`config.mk`:
```
export PLATFORM = sky130hd
export DESIGN_NAME = rtc_write_seq
export DESIGN_NICKNAME = d
export VERILOG_FILES = /design/src/rtl/rtc_write_seq.sv
export SDC_FILE = /design/constraint.sdc
export NUM_CORES = 1
export LEC_CHECK = 0
export BUFFER_PORTS_ARGS = -buffer_cell sky130_fd_sc_hd__clkbuf_2
export CAP_MARGIN = 20
export CORE_ASPECT_RATIO = 0.7
export CORE_MARGIN = 2
export CORE_UTILIZATION = 45
export DETAILED_ROUTE_END_ITERATION = 10
export GPL_ROUTABILITY_DRIVEN = 0
export GPL_TIMING_DRIVEN = 0
export PLACE_DENSITY = 0.67
export SYNTH_ARGS = -nofsm -noshare
export SYNTH_HDL_FRONTEND = slang
export SYNTH_SLANG_ARGS = --single-unit
```
`constraint.sdc`:
```
create_clock -name clk -period 3.75 [get_ports clk]
set_input_delay 0.1875 -clock clk [delete_from_list [all_inputs] [get_ports clk]]
set_output_delay 0.1875 -clock clk [all_outputs]
set_load 0.03 [all_outputs]
```
`src/rtl/rtc_write_seq.sv`:
```
// rtc_write_seq: snapshots time/date/timer BCD fields and serialises them
// as addr/data byte writes on a four-phase req/ack bus, then an XFER commit.
// Ports: clk, rst_n, wr_start, grp_mask, nine BCD fields, ampm, bus_req,
// bus_addr, bus_data, bus_ack, busy, done, err.
// Optional macro RTC_AMPM_EN: hora byte is written as {ampm, hora[6:0]}.
module rtc_write_seq #(
  parameter logic [7:0] ADDR_SEG    = 8'h21,
  parameter logic [7:0] ADDR_MIN    = 8'h22,
  parameter logic [7:0] ADDR_HORA   = 8'h23,
  parameter logic [7:0] ADDR_DIA    = 8'h24,
  parameter logic [7:0] ADDR_MES    = 8'h25,
  parameter logic [7:0] ADDR_YEAR   = 8'h26,
  parameter logic [7:0] ADDR_SEGCR  = 8'h41,
  parameter logic [7:0] ADDR_MINCR  = 8'h42,
  parameter logic [7:0] ADDR_HORACR = 8'h43,
  parameter logic [7:0] ADDR_XFER   = 8'hF2,
  parameter int         TIMEOUT     = 255
) (
  input  logic       clk,
  input  logic       rst_n,
  input  logic       wr_start,
  input  logic [2:0] grp_mask,
  input  logic [7:0] hora,
  input  logic [7:0] min,
  input  logic [7:0] seg,
  input  logic [7:0] dia,
  input  logic [7:0] mes,
  input  logic [7:0] year,
  input  logic [7:0] horacr,
  input  logic [7:0] mincr,
  input  logic [7:0] segcr,
  input  logic       ampm,
  output logic       bus_req,
  output logic [7:0] bus_addr,
  output logic [7:0] bus_data,
  input  logic       bus_ack,
  output logic       busy,
  output logic       done,
  output logic       err
);

  localparam int CW = $clog2(TIMEOUT + 1);
  localparam logic [CW-1:0] CNT_LAST = CW'(TIMEOUT - 1);
  localparam logic [3:0] NONE = 4'd10;

  typedef enum logic [2:0] {
    IDLE, ISSUE, WAIT_ACK, WAIT_REL, DONE
  } state_t;

  state_t state_q, state_d;
  logic [3:0] slot_q, slot_d;
  logic [2:0] mask_q, mask_d;
  logic [8:0][7:0] snap_q, snap_d;
  logic [CW-1:0] cnt_q, cnt_d;
  logic req_q, req_d;
  logic [7:0] addr_q, addr_d;
  logic [7:0] data_q, data_d;
  logic busy_q, busy_d;
  logic done_q, done_d;
  logic err_q, err_d;
  logic [7:0] hora_byte;
  logic [7:0] slot_addr;
  logic [7:0] slot_data;
  logic [3:0] nxt;

`ifdef RTC_AMPM_EN
  logic ampm_q, ampm_d;
  logic unused_hora7;
  assign unused_hora7 = snap_q[2][7];
  assign hora_byte = {ampm_q, snap_q[2][6:0]};
`else
  logic unused_ampm;
  assign unused_ampm = ampm;
  assign hora_byte = snap_q[2];
`endif

  // Slots 0-2 time, 3-5 date, 6-8 timer, 9 XFER (time or date present).
  function automatic logic slot_en(input logic [3:0] s,
                                   input logic [2:0] m);
    logic en;
    if (s <= 4'd2)      en = m[0];
    else if (s <= 4'd5) en = m[1];
    else if (s <= 4'd8) en = m[2];
    else if (s == 4'd9) en = m[0] | m[1];
    else                en = 1'b0;
    return en;
  endfunction

  // First enabled slot at or after 'from', NONE if the list is exhausted.
  function automatic logic [3:0] next_slot(input logic [3:0] from,
                                           input logic [2:0] m);
    logic [3:0] r;
    r = NONE;
    for (int i = 9; i >= 0; i--)
      if (4'(i) >= from && slot_en(4'(i), m)) r = 4'(i);
    return r;
  endfunction

  always_comb begin
    slot_addr = 8'h00;
    slot_data = 8'h00;
    case (slot_q)
      4'd0: begin slot_addr = ADDR_SEG;    slot_data = snap_q[0]; end
      4'd1: begin slot_addr = ADDR_MIN;    slot_data = snap_q[1]; end
      4'd2: begin slot_addr = ADDR_HORA;   slot_data = hora_byte; end
      4'd3: begin slot_addr = ADDR_DIA;    slot_data = snap_q[3]; end
      4'd4: begin slot_addr = ADDR_MES;    slot_data = snap_q[4]; end
      4'd5: begin slot_addr = ADDR_YEAR;   slot_data = snap_q[5]; end
      4'd6: begin slot_addr = ADDR_SEGCR;  slot_data = snap_q[6]; end
      4'd7: begin slot_addr = ADDR_MINCR;  slot_data = snap_q[7]; end
      4'd8: begin slot_addr = ADDR_HORACR; slot_data = snap_q[8]; end
      4'd9: begin slot_addr = ADDR_XFER;   slot_data = 8'h00;     end
      default: ;
    endcase
  end

  assign nxt = next_slot(slot_q + 4'd1, mask_q);

  always_comb begin
    state_d = state_q;
    slot_d  = slot_q;
    mask_d  = mask_q;
    snap_d  = snap_q;
    cnt_d   = cnt_q;
    req_d   = req_q;
    addr_d  = addr_q;
    data_d  = data_q;
    busy_d  = busy_q;
    done_d  = 1'b0;
    err_d   = err_q;
`ifdef RTC_AMPM_EN
    ampm_d  = ampm_q;
`endif
    unique case (state_q)
      IDLE: if (wr_start) begin
        snap_d = {horacr, mincr, segcr, year, mes, dia, hora, min, seg};
`ifdef RTC_AMPM_EN
        ampm_d = ampm;
`endif
        mask_d = grp_mask;
        err_d  = 1'b0;
        busy_d = 1'b1;
        slot_d = next_slot(4'd0, grp_mask);
        if (grp_mask == 3'b000) begin
          state_d = DONE;
          done_d  = 1'b1;
        end else begin
          state_d = ISSUE;
        end
      end
      ISSUE: begin
        addr_d  = slot_addr;
        data_d  = slot_data;
        req_d   = 1'b1;
        cnt_d   = '0;
        state_d = WAIT_ACK;
      end
      WAIT_ACK: begin
        if (bus_ack) begin
          req_d   = 1'b0;
          cnt_d   = '0;
          state_d = WAIT_REL;
        end else if (cnt_q == CNT_LAST) begin
          req_d   = 1'b0;
          err_d   = 1'b1;
          done_d  = 1'b1;
          state_d = DONE;
        end else begin
          cnt_d = cnt_q + 1'b1;
        end
      end
      WAIT_REL: begin
        if (!bus_ack) begin
          if (nxt == NONE) begin
            done_d  = 1'b1;
            state_d = DONE;
          end else begin
            slot_d  = nxt;
            state_d = ISSUE;
          end
        end else if (cnt_q == CNT_LAST) begin
          err_d   = 1'b1;
          done_d  = 1'b1;
          state_d = DONE;
        end else begin
          cnt_d = cnt_q + 1'b1;
        end
      end
      DONE: begin
        busy_d  = 1'b0;
        state_d = IDLE;
      end
      default: state_d = IDLE;
    endcase
  end

  always_ff @(posedge clk or negedge rst_n) begin
    if (!rst_n) begin
      state_q <= IDLE;
      slot_q  <= '0;
      mask_q  <= '0;
      snap_q  <= '0;
      cnt_q   <= '0;
      req_q   <= 1'b0;
      addr_q  <= '0;
      data_q  <= '0;
      busy_q  <= 1'b0;
      done_q  <= 1'b0;
      err_q   <= 1'b0;
`ifdef RTC_AMPM_EN
      ampm_q  <= 1'b0;
`endif
    end else begin
      state_q <= state_d;
      slot_q  <= slot_d;
      mask_q  <= mask_d;
      snap_q  <= snap_d;
      cnt_q   <= cnt_d;
      req_q   <= req_d;
      addr_q  <= addr_d;
      data_q  <= data_d;
      busy_q  <= busy_d;
      done_q  <= done_d;
      err_q   <= err_d;
`ifdef RTC_AMPM_EN
      ampm_q  <= ampm_d;
`endif
    end
  end

  assign bus_req  = req_q;
  assign bus_addr = addr_q;
  assign bus_data = data_q;
  assign busy     = busy_q;
  assign done     = done_q;
  assign err      = err_q;

endmodule

```
After elaboration in Yosys (flattened, before gate mapping)

Index checks and enable logic that the tools add are counted.

Add/subtract/negate cells: 2
Magnitude comparators: 10
Eq/ne operators: 21
Multiplexer cells: 56
Bitwise operators: 2
Reduce and logical (&&, ||, !) cells: 24

Operator list:

| kind                | count |
|---|---|
| $pmux 8 s10         | 1 |
| $pmux 8 s9          | 1 |
| $mux 4              | 15 |
| $mux 8              | 3 |
| $pmux 8 s3          | 1 |
| $mux 1              | 21 |
| $mux 3              | 6 |
| $eq 4x3->1 const B  | 4 |
| $ge 3x4->1 const A  | 4 |
| $eq 4x4->1 const B  | 3 |
| $pmux 3 s4          | 1 |
| $logic_and 1x1->1   | 10 |
| $ne 2x2->1 const B  | 5 |
| $add 8x1->8 const B | 1 |
| $eq 4x2->1 const B  | 2 |
| $eq 8x8->1 const B  | 1 |
| $ge 1x4->1 const A  | 2 |
| $ge 2x4->1 const A  | 2 |
| $ge 4x4->1 const A  | 2 |
| $pmux 4 s2          | 1 |
| $reduce_and 2->1    | 4 |
| $reduce_and 4->1    | 2 |
| $eq 3x2->1 const B  | 2 |
| $logic_not 3->1     | 2 |
| 12 further kinds    | 19 |

Bits in registers: 110
Input bits: 80
Output and inout bits: 20
Logic and storage cells: 134

Depth between registers and ports, before layout

Gate-level depths: netlist (run 1).

Depth after elaboration: 17
Gate-level depth with buffers: 9
Depth with buffers taken out: 8

Worst setup path before layout (run 1)

OpenSTA, ideal clock, no wires.

Path type: reg-to-reg
Start point: register slot_q[0]
End point: register slot_q[1]
Library setup time: 125 ps
Arrival: 2,185 ps
Required time: 3,625 ps
Setup slack: 1,440 ps
Cell stages (with the launch flop): 9
Buffers on the path: 0
Clock period less this slack: 2,310 ps
Cells stage by stage: dfrtp_1 > inv_1 > ha_1 > nand3b_1 > nand2_1 > a211o_1 > a211oi_2 > o31a_4 > mux2_4

Cells in the longest elaborated chain, start to end: 16
Elaborated cells on any way between the ends: 37
Classes of those cells: 1 x add/sub; 10 x order compare; 2 x eq/ne; 13 x mux; 11 x reduce/logical

RTL lines:

| what                                                            | RTL line | text |
|---|---|---|
| start, declared                                                 | 51       | `logic [3:0] slot_q, slot_d;` |
| start signal, assigned                                          | 215      | `slot_q <= slot_d;` |
| $add 4x1->4 (*)                                                 | 117      | `assign nxt = next_slot(slot_q + 4'd1, mask_q);` |
| $ge 4x4->1                                                      | 95       | `if (4'(i) >= from && slot_en(4'(i), m)) r = 4'(i);` |
| $logic_and 1x1->1                                               | 95       |  |
| $mux 2                                                          | 95       |  |
| $mux 4 (8 in series)                                            | 95       |  |
| $mux 4 (*)                                                      | 95       |  |
| $eq 4x4->1 or $mux 4 (tied branches)                            | 174      | `if (nxt == NONE) begin` |
| $ne 2x2->1 (no source line) or $mux 4 (tied branches)           | -        |  |
| $reduce_and 4->1 (no source line) or $pmux 4 s2 (tied branches) | -        |  |

Every way passes the cells marked *; elsewhere a longest branch is shown, timed or not. The select of a mux whose other input is x is not followed.
A chain may end at the register's enable or synchronous reset.

Worst setup path after layout (run 1)

Start point: register slot_q[1]
End point: register data_q[7] (netlist: bus_data[7])

Cells in the longest elaborated chain, start to end: 2
Elaborated cells on any way between the ends: 10
Classes of those cells: 8 x eq/ne; 1 x mux; 1 x reduce/logical

RTL lines:

| what                               | RTL line | text |
|---|---|---|
| $eq 4x4->1 (tied with other cells) | 102      | `case (slot_q)` |
| $pmux 8 s9 (*)                     | 102      |  |
| end signal, assigned               | 221      | `data_q <= data_d;` |
| end, declared                      | 57       | `logic [7:0] data_q, data_d;` |

Every way passes the cells marked *; elsewhere a longest branch is shown, timed or not.

==> results of run 1 <==
final cells by class:
cell class              count  share of cell area (%)
plain buffers              36                    2.75
clock buffers              10                    3.73
clock inverters             6                   0.937
inverters                  12                   0.781
multi-input cells         324                    38.7
flip-flops and latches    108                    42.2
well taps                 157                    3.07
repair buffers             98                    7.87
layout by cell type, fill, tap and decap left out, types with 6 or more instances in the layout:
| cell | n |
|---|---|
| a31oi_1 | 12 |
| nor2_1 | 20 |
| nand2_1 | 43 |
| nor3_1 | 10 |
| buf_2 | 12 |
| o21ai_0 | 29 |
| a22oi_1 | 10 |
| nor2b_1 | 6 |
| ha_1 | 8 |
| dfrtp_1 | 108 |
| nand3_1 | 7 |
| inv_1 | 11 |
| clkbuf_1 | 14 |
| mux2_2 | 74 |
| and3_1 | 7 |
| a21oi_1 | 20 |
| a22o_1 | 9 |
| a222oi_1 | 7 |
| clkbuf_2 | 96 |
| clkbuf_16 | 9 |
through the flow:
stage | hold WS [ns] | instances | utilization [%]
floorplan | -0.108 | 480 | -
global placement | 0.421 | 734 | 51.9
detailed placement | 0.362 | 734 | 52.0
CTS | 0.0566 | 751 | 54.7
global route | 0.0579 | 751 | 54.7
finish | 0.0632 | 751 | 54.7
where the power goes:
part / switching [mW] / total [mW] / internal [mW]
Combinational: 1.60 / 2.77 / 1.17
Sequential: 0.327 / 2.03 / 1.70
Clock: 0.467 / 0.957 / 0.490
Total: 2.40 / 5.76 / 3.36
what timing repair did:
action / CTS / global route
hold buffers: 1 / 0
setup buffers: 0 / 0
hold endpoints to repair: 55 / 0
cell families (layout without fill, tap and decap cells):
logic type / Yosys count / count (layout)
fa+ha+maj: 8 / 8
other cells: 1 / 1
buf+inv: 48 / 162
compound gates: 120 / 120
flops: 108 / 108
mux: 81 / 81
xor+xnor: 5 / 5
simple gates: 109 / 109
worst max-delay path by stage:
stage | from | endpoint | slack (ns) | cells past startpoint
finish | slot_q[1]$_DFFE_PN0P_ | bus_data[7]$_DFFE_PN0P_ | 0.75 | 8
global route | slot_q[1]$_DFFE_PN0P_ | bus_data[7]$_DFFE_PN0P_ | 0.61 | 8
CTS | slot_q[1]$_DFFE_PN0P_ | bus_data[7]$_DFFE_PN0P_ | 0.86 | 8
detailed placement | slot_q[1]$_DFFE_PN0P_ | bus_data[7]$_DFFE_PN0P_ | 0.89 | 8
global placement | slot_q[1]$_DFFE_PN0P_ | bus_data[7]$_DFFE_PN0P_ | 0.96 | 8
floorplan | slot_q[0]$_DFFE_PN0P_ | slot_q[1]$_DFFE_PN0P_ | 1.44 | 8
routing by layer:
layer  vias to the layer above  track usage [%]  wire, um
li1                       1973                -         -
met4                         0             6.25       170
met2                       181             34.7      6010
met5                         -                0         0
met3                        18             5.21      1140
met1                      2099             33.7      6670
flip-flops by register name, summed over array words and instances (netlist names), 3 cells and up:
register	count
bus_addr	6
snap_q	64
cnt_q	8
state_q	3
bus_data	8
slot_q	4
mask_q	3
hora_byte	8
==> impl_metrics.ini, run 1 <==
[floorplan]
die_area_um2 = 12900
fp.dieW_um = 135
rows = 33
initial_core_util_pct = 46.1
core_area_um2 = 11700
die_h_um = 95.7
boundaryPins = 100

[grt]
antenna_found_initial = 0
gr-total-overflow = 0
grt_pass1_vias = 4224
grt_pass1_wl_um = 22500
grt_usage_pct = 23.0
grt_max_degree = 109

[logic_synthesis]
yosysTopAreaCell = dfrtp_1
synth-simple-area-share_pct = 9.65
async_flop_share_pct = 100
synth_area_per_cell_um2 = 11.3
synth-xor-area-share_pct = 1.30
ys_seq_area_share_pct = 50.0
synthMuxAreaShare_pct = 17.0
synth.most_common_cell = dfrtp_1
synth_top_family_by_area = multiplexers
yosysWarnings = 0
synthAdderAreaFrac_pct = 1.85
syn_area_um2 = 5410
ys_ff_latch = 108
synth_edf_count = 0
synth_nets = 568
synth_top_area_share_pct = 50.0
synth_common_cells = dfrtp_1, mux2_2, nand2_1, o21ai_0
netlist_instances = 480
synthFlopType = dfrtp_1
synth.area.top_cells = dfrtp_1, mux2_2, nand2_1
synth_compound_area_share_pct = 16.0
yosysUniqueCellTypes = 61

[place]
dpl-instance-area_um2 = 6100
dpl.hpwl_um = 10300
port_buffers = 97
pre_cts_ws_ns = 0.892

[finish]
final_layout_size_suffix_gt1_share_pct = 37.5
syn2layout_area_growth_pct = 18.5
fin_area_um2 = 6410
fillers = 1054
diodes = 0
regArea_um2 = 2700
nets = 677
multi_input_area_um2 = 2480

[worst_setup_path]
slowest_stage = clkbuf_1
endpoint_kind = register
r2r_end = bus_data[7]$_DFFE_PN0P_
worstReg2RegStart = slot_q[1]$_DFFE_PN0P_
cp-start-kind = register
crit_chain = inv_1, ha_1, clkbuf_1, clkbuf_1, a22oi_1, a311oi_1, a31oi_1, o21ai_0
cp_num_buf_inv = 3
required_ns = 4.02
arrival_ns = 3.26
crit_top_cell = clkbuf_1
crit_family = buffers and inverters
cp_max_fo = 10
cpPeakStageDelay_ns = 0.60
critPathKind = reg -> reg
reg2reg_depth = 8
r2r_slack_ns = 0.75

[clock_tree]
clkLatencyLatePin_ns = 0.35
cts_buffer_depth = 2
numCtsBuffers = 9
post_cts_resized = 0
path_clk_slew_ns = 0.08
cts_max_level = 3
clock-sinks = 108
cts_tree = done
cts_root_buffer = clkbuf_16

[route]
drc = 0
vias = 4271
first_pass_iters = 5
dr.first_iter.drc_count = 330
viasPerCell = 5.69
drt-total-wl_um = 14000
postRouteAntennaNets = 0
wire_per_inst_um = 18.6

[timing]
finalCriticalPeriod_ns = 3.00
tns_ns = 0
rsz0062_at_grt = no
min_period_over_period_pct = 80.0
hold_viol_final = 0
setup_slack_ns = 0.751
worst_pin_slew_ns = 0.847
setup_viol_count_final = 0
skew_ns = 0.00893
clock.fmax_ghz = 0.333
finalMaxSlewViolations = 0
slew_headroom_pct = 43.5

[status]
status = complete, no violations

[power_and_ir_drop]
leakage_nw = 2.93
ir_drop_mv = 0.346
power.total_mw = 5.76
powerDensity_nw_per_um2 = 899

[min_path]
min_path_cells = 2
hold_end = snap_q[0]$_DFFE_PN0P_
holdCritStartpoint = seg[0]
worstHoldPathType = in -> reg

[flow_run]
maxCapViolations = 0
No activity file was read; power rests on OpenSTA's default activity.
==> run 2, diff against run 1 <==
--- a/config.mk
+++ b/config.mk
@@ -13,7 +13,7 @@
 export DETAILED_ROUTE_END_ITERATION = 10
 export GPL_ROUTABILITY_DRIVEN = 0
 export GPL_TIMING_DRIVEN = 0
-export PLACE_DENSITY = 0.67
+export PLACE_DENSITY = 0.69
 export SYNTH_ARGS = -nofsm -noshare
 export SYNTH_HDL_FRONTEND = slang
 export SYNTH_SLANG_ARGS = --single-unit
==> constraint.sdc (replaced) <==
create_clock -name clk -period 2.7 [get_ports clk]
set_input_delay 0.135 -clock clk [delete_from_list [all_inputs] [get_ports clk]]
set_output_delay 0.135 -clock clk [all_outputs]
set_load 0.03 [all_outputs]
==> run 2 against run 1 <==
Net effect:
- power is 40% higher
- worst setup slack lost 0.59 ns
- sequential power rose by 39%
- combinational power is 39% higher
- utilization increased by 0.25 points
- final cell count unchanged
- sequential share of layout area down 0.15 points
- critical endpoint unchanged
- largest power group unchanged
==> impl_metrics.ini, run 2 (synthesis results as in run 1) <==
[route]
first_pass_iters = 5
drc = 0
drt-total-wl_um = 13800
vias = 4273
viasPerCell = 5.69
wire_per_inst_um = 18.3
dr.first_iter.drc_count = 268
postRouteAntennaNets = 0

[grt]
gr-total-overflow = 0
grt_usage_pct = 22.1
antenna_found_initial = 0
grt_pass1_wl_um = 21800
grt_max_degree = 109
grt_pass1_vias = 4127

[finish]
top_register = snap_q
fin_area_um2 = 6440
nets = 677
syn2layout_area_growth_pct = 19.0
diodes = 0
final_layout_size_suffix_gt1_share_pct = 38.4
final_cell_mix = dfrtp_1, clkbuf_2, mux2_2, nand2_1, o21ai_0
layout_commonest_cell = dfrtp_1
final_cells = 751
utilization_pct = 54.9
largest_reg_flops = 64

[power_and_ir_drop]
powerDensity_nw_per_um2 = 1250
ir_drop_mv = 0.562
p_sw_mw = 3.31
p_clk_share_pct = 17.3
power.total_mw = 8.06
combPwrFrac_pct = 47.6
switching_share_pct = 41.1
internal-power_mw = 4.74
p_seq_share_pct = 35.1
leakage_nw = 2.94

[min_path]
holdCritStartpoint = seg[2]
worstHoldPathType = in -> reg

[timing]
rsz0062_at_grt = no
setup_slack_ns = 0.163
finalCriticalPeriod_ns = 2.54
slew_headroom_pct = 43.9
finalMaxSlewViolations = 0
hold_viol_final = 0
min_period_over_period_pct = 94.0
worst_pin_slew_ns = 0.842
setup_viol_count_final = 0
tns_ns = 0
clock.fmax_ghz = 0.394
hold_slack_ns = 0.00775
skew_ns = 0.00979

[clock_tree]
path_clk_slew_ns = 0.08
cts_setup_buffers = 0
numCtsBuffers = 9
clock-sinks = 108
cts_tree = done
cts_root_buffer = clkbuf_16
clkLatencyLatePin_ns = 0.35
cts_max_level = 3
cts_buffer_depth = 2

[place]
numPlacedInstances = 734
dpl.hpwl_um = 10000
port_buffers = 97
dpl-instance-area_um2 = 6100
pre_cts_ws_ns = -0.0334

[worst_setup_path]
cp_max_fo = 10
cp_num_buf_inv = 3
endpoint_kind = register
crit_chain = inv_1, ha_1, clkbuf_1, clkbuf_2, a22oi_1, a311oi_1, a31oi_1, o21ai_0
slowest_stage = dfrtp_2
cp-start-kind = register
critPathKind = reg -> reg
crit_family = buffers and inverters
arrival_ns = 2.81
cpPeakStageDelay_ns = 0.48
required_ns = 2.97
worstReg2RegStart = slot_q[0]$_DFFE_PN0P_
startpoint = slot_q[0]$_DFFE_PN0P_

[flow_run]
maxCapViolations = 0

[status]
status = complete, no violations

[floorplan]
die_area_um2 = 12900
initial_core_util_pct = 46.1
rows = 33
core_area_um2 = 11700
boundaryPins = 100
die_h_um = 95.7
fp.dieW_um = 135
run 2: timing repair:
item,CTS,global route
resized for setup,2,3
setup endpoints to repair,2,9
hold endpoints to repair,108,1
hold buffers,1,1
run 2: power by group through the flow:
stage          clock, mW  sequential [mW]  combinational, mW
6_report            1.40             2.82               3.84
5_1_grt             1.48             2.92               4.17
4_1_cts             1.42             2.82               3.79
3_5_place_dp           0             2.85               3.76
3_3_place_gp           0             2.80               3.68
2_1_floorplan          0             2.92               2.59
run 2: worst register-to-register path, delay by kind of cell, from the launching register on:
kind / cells / cell delay, ns
buffers and inverters: 3 / 0.92
AO/OA/AOI/OAI: 4 / 0.90
flip-flops: 1 / 0.48
adder cells (fa/ha/maj): 1 / 0.16
run 2: path summary, 6_finish.rpt:
check / to / slack, ns / cells past startpoint
worst min-delay path: snap_q[2]$_DFFE_PN0P_ / 0.008 / 2
worst max register to register: bus_data[7]$_DFFE_PN0P_ / 0.16 / 8
max in group asynchronous: slot_q[0]$_DFFE_PN0P_ / 1.66 / 2
worst max-delay path: bus_data[7]$_DFFE_PN0P_ / 0.16 / 8
min in group asynchronous: snap_q[0]$_DFFE_PN0P_ / 0.44 / 2
worst min register to register: bus_data[1]$_DFFE_PN0P_ / 0.49 / 2
run 2: final cells by class:
type / count / area [um^2]
fill: 1028 / 5290
timing repair buffer: 99 / 514
clock inverter: 7 / 90.1
inverter: 12 / 50.0
tap: 157 / 196
sequential: 108 / 2710
buffer: 35 / 176
clock buffer: 9 / 225
multi-input combinational: 324 / 2480
run 2: layer usage:
metal	track usage [%]	share of wire (%)	up-vias
met5	0	0	-
met4	5.12	1.0	0
met3	4.95	7.1	13
met2	33.3	44	178
met1	32.7	48	2098
li1	-	-	1984
==> run 3, diff against run 2 <==
--- a/config.mk
+++ b/config.mk
@@ -5,6 +5,7 @@
 export SDC_FILE = /design/constraint.sdc
 export NUM_CORES = 1
 export LEC_CHECK = 0
+export ABC_AREA = 1
 export BUFFER_PORTS_ARGS = -buffer_cell sky130_fd_sc_hd__clkbuf_2
 export CAP_MARGIN = 20
 export CORE_ASPECT_RATIO = 0.7
@@ -13,7 +14,8 @@
 export DETAILED_ROUTE_END_ITERATION = 10
 export GPL_ROUTABILITY_DRIVEN = 0
 export GPL_TIMING_DRIVEN = 0
-export PLACE_DENSITY = 0.69
+export MAX_ROUTING_LAYER = met4
+export PLACE_DENSITY_LB_ADDON = 0.2
 export SYNTH_ARGS = -nofsm -noshare
 export SYNTH_HDL_FRONTEND = slang
 export SYNTH_SLANG_ARGS = --single-unit
==> run 3 against run 2 <==
Net effect:
- die area shrank 3.3%
- register-to-register slack improved by 0.12 ns
- final cell count rose by 25%
- utilization rose by 3.9 points
- power is 2.4% lower
- sequential power fell by 2%
- first-iteration DRC count is 22% higher
- largest cell class unchanged
- highest routed layer unchanged
==> impl_metrics.ini, run 3 <==
[worst_setup_path]
slowest_stage = dfrtp_1
critPathKind = reg -> reg
cp_max_fo = 10
cpPeakStageDelay_ns = 0.47
endpoint_kind = register
cp-start-kind = register
arrival_ns = 2.65
crit_chain = inv_1, ha_1, buf_1, nand2_1, buf_2, o22ai_1, a221oi_1, a31oi_1, a21o_1
required_ns = 2.93

[logic_synthesis]
ys_seq_area_share_pct = 51.7
ys_ff_latch = 108
synth_edf_count = 0
synthFlopType = dfrtp_1
syn_area_um2 = 5230
synth.most_common_cell = nand2_1
synth_nets = 729
netlist_instances = 641
yosysWarnings = 0
yosysUniqueCellTypes = 41
synth_top_area_share_pct = 51.7
synth_area_per_cell_um2 = 8.15
yosysTopAreaCell = dfrtp_1
synth_common_cells = nand2_1, dfrtp_1, inv_1, o21ai_0, nor2_1
async_flop_share_pct = 100
synth.area.top_cells = dfrtp_1, nand2_1, inv_1

[floorplan]
die_h_um = 94.2
core_area_um2 = 11200
rows = 32
die_area_um2 = 12500
initial_core_util_pct = 46.8
fp.dieW_um = 133
boundaryPins = 100

[timing]
worst_pin_slew_ns = 0.886
tns_ns = 0
min_period_over_period_pct = 89.4
finalMaxSlewViolations = 0
clock.fmax_ghz = 0.414
rsz0062_at_grt = no
setup_viol_count_final = 0
slew_headroom_pct = 40.7
skew_ns = 0.00656
hold_viol_final = 0
finalCriticalPeriod_ns = 2.41

[flow_run]
maxCapViolations = 0

[min_path]
worstHoldPathType = in -> reg

[finish]
fillers = 986
top_register = snap_q
nets = 871
syn2layout_area_growth_pct = 25.6
diodes = 0
final_layout_size_suffix_gt1_share_pct = 18.0
layout_commonest_cell = nand2_1
final_cell_mix = nand2_1, dfrtp_1, clkbuf_2, inv_1, o21ai_0
final_cells = 941
largest_reg_flops = 64

[power_and_ir_drop]
ir_drop_mv = 0.462
powerDensity_nw_per_um2 = 1200
leakage_nw = 3.42

[route]
wire_per_inst_um = 15.2
dr.first_iter.drc_count = 327
vias = 4866
viasPerCell = 5.17
first_pass_iters = 5
drt-total-wl_um = 14300
postRouteAntennaNets = 0
drc = 0

[grt]
gr-total-overflow = 0
grt_usage_pct = 24.7
grt_pass1_wl_um = 23300
grt_pass1_vias = 4694
antenna_found_initial = 0
grt_max_degree = 109

[clock_tree]
cts_tree = done
cts_setup_buffers = 0
clkLatencyLatePin_ns = 0.35
cts_buffer_depth = 2
cts_root_buffer = clkbuf_16
clock-sinks = 108
numCtsBuffers = 9
cts_max_level = 3
path_clk_slew_ns = 0.07

[status]
status = complete, no violations

[place]
port_buffers = 97
numPlacedInstances = 891
dpl.hpwl_um = 10200
## run 3: what timing repair did
item / in CTS / in global routing
endpoints found under the hold margin: 141 / 0
hold buffers: 34 / 0
resized for setup: 0 / 0
setup endpoints to repair: 0 / 0
## run 3: power breakdown
part	internal, mW	switching (mW)	total (mW)
clock network	0.796	0.582	1.38
logic	1.20	2.52	3.71
registers	2.35	0.417	2.77
## run 3: final cells by class
| type | instances | area, um^2 | area share, % |
|---|---|---|---|
| clock buffer | 13 | 270 | 4.12 |
| multi-input combinational | 440 | 2150 | 32.8 |
| buffer | 22 | 106 | 1.62 |
| sequential | 108 | 2700 | 41.2 |
| clock inverter | 3 | 43.8 | 0.667 |
| timing repair buffer | 131 | 835 | 12.7 |
| tap | 153 | 191 | 2.92 |
| inverter | 71 | 267 | 4.06 |
## run 3: cell families after synthesis
logic type,after synthesis,synth area share (%)
and+or+nand+nor,314,24.2
AOI/OAI and AO/OA,115,14.6
DFF,108,51.7
buffers and inverters,93,7.13
adders and majority gates,8,1.92
other,1,0.0718
xor gates and xnor gates,1,0.168
muxes,1,0.215
## run 3: final timing paths
kind	start	end	slack, ns	cells past startpoint
min	mes[0]	snap_q[32]$_DFFE_PN0P_	0.005	3
max	slot_q[0]$_DFFE_PN0P_	bus_data[6]$_DFFE_PN0P_	0.29	9
max reg2reg	slot_q[0]$_DFFE_PN0P_	bus_data[6]$_DFFE_PN0P_	0.29	9
min in group asynchronous	rst_n	hora_byte[1]$_DFFE_PN0P_	0.47	2
max in group asynchronous	rst_n	state_q[1]$_DFFE_PN0N_	1.65	2
min reg2reg	snap_q[2]$_DFFE_PN0P_	snap_q[2]$_DFFE_PN0P_	0.48	2
## run 3: routing by layer
metal,routed length [um],GRT usage (%)
met2,6580,38.9
met3,816,4.64
met5,0,-
met1,6760,33.7
met4,119,5.47
## run 3: critical path, delay by kind of cell (launching register included)
| kind | cells | cell delay, ns |
|---|---|---|
| AOI/OAI and AO/OA | 4 | 0.83 |
| buffers and inverters | 3 | 0.60 |
| adders and majority gates | 1 | 0.22 |
| DFF | 1 | 0.47 |
| and+or+nand+nor | 1 | 0.16 |
## run 3: metrics by stage
step	setup WS (ns)	utilization, %	cell area (um^2)	power (mW)	hold WS [ns]
final	0.286	58.8	6570	7.86	0.00481
after global routing	0.112	58.8	6570	8.51	0.00653
after CTS	0.331	58.8	6570	7.87	0.0000233
after detailed placement	0.348	52.9	5910	6.43	0.312
after global placement	0.00174	52.8	5900	6.30	0.338
after floorplan	0.879	-	5230	5.32	-0.161
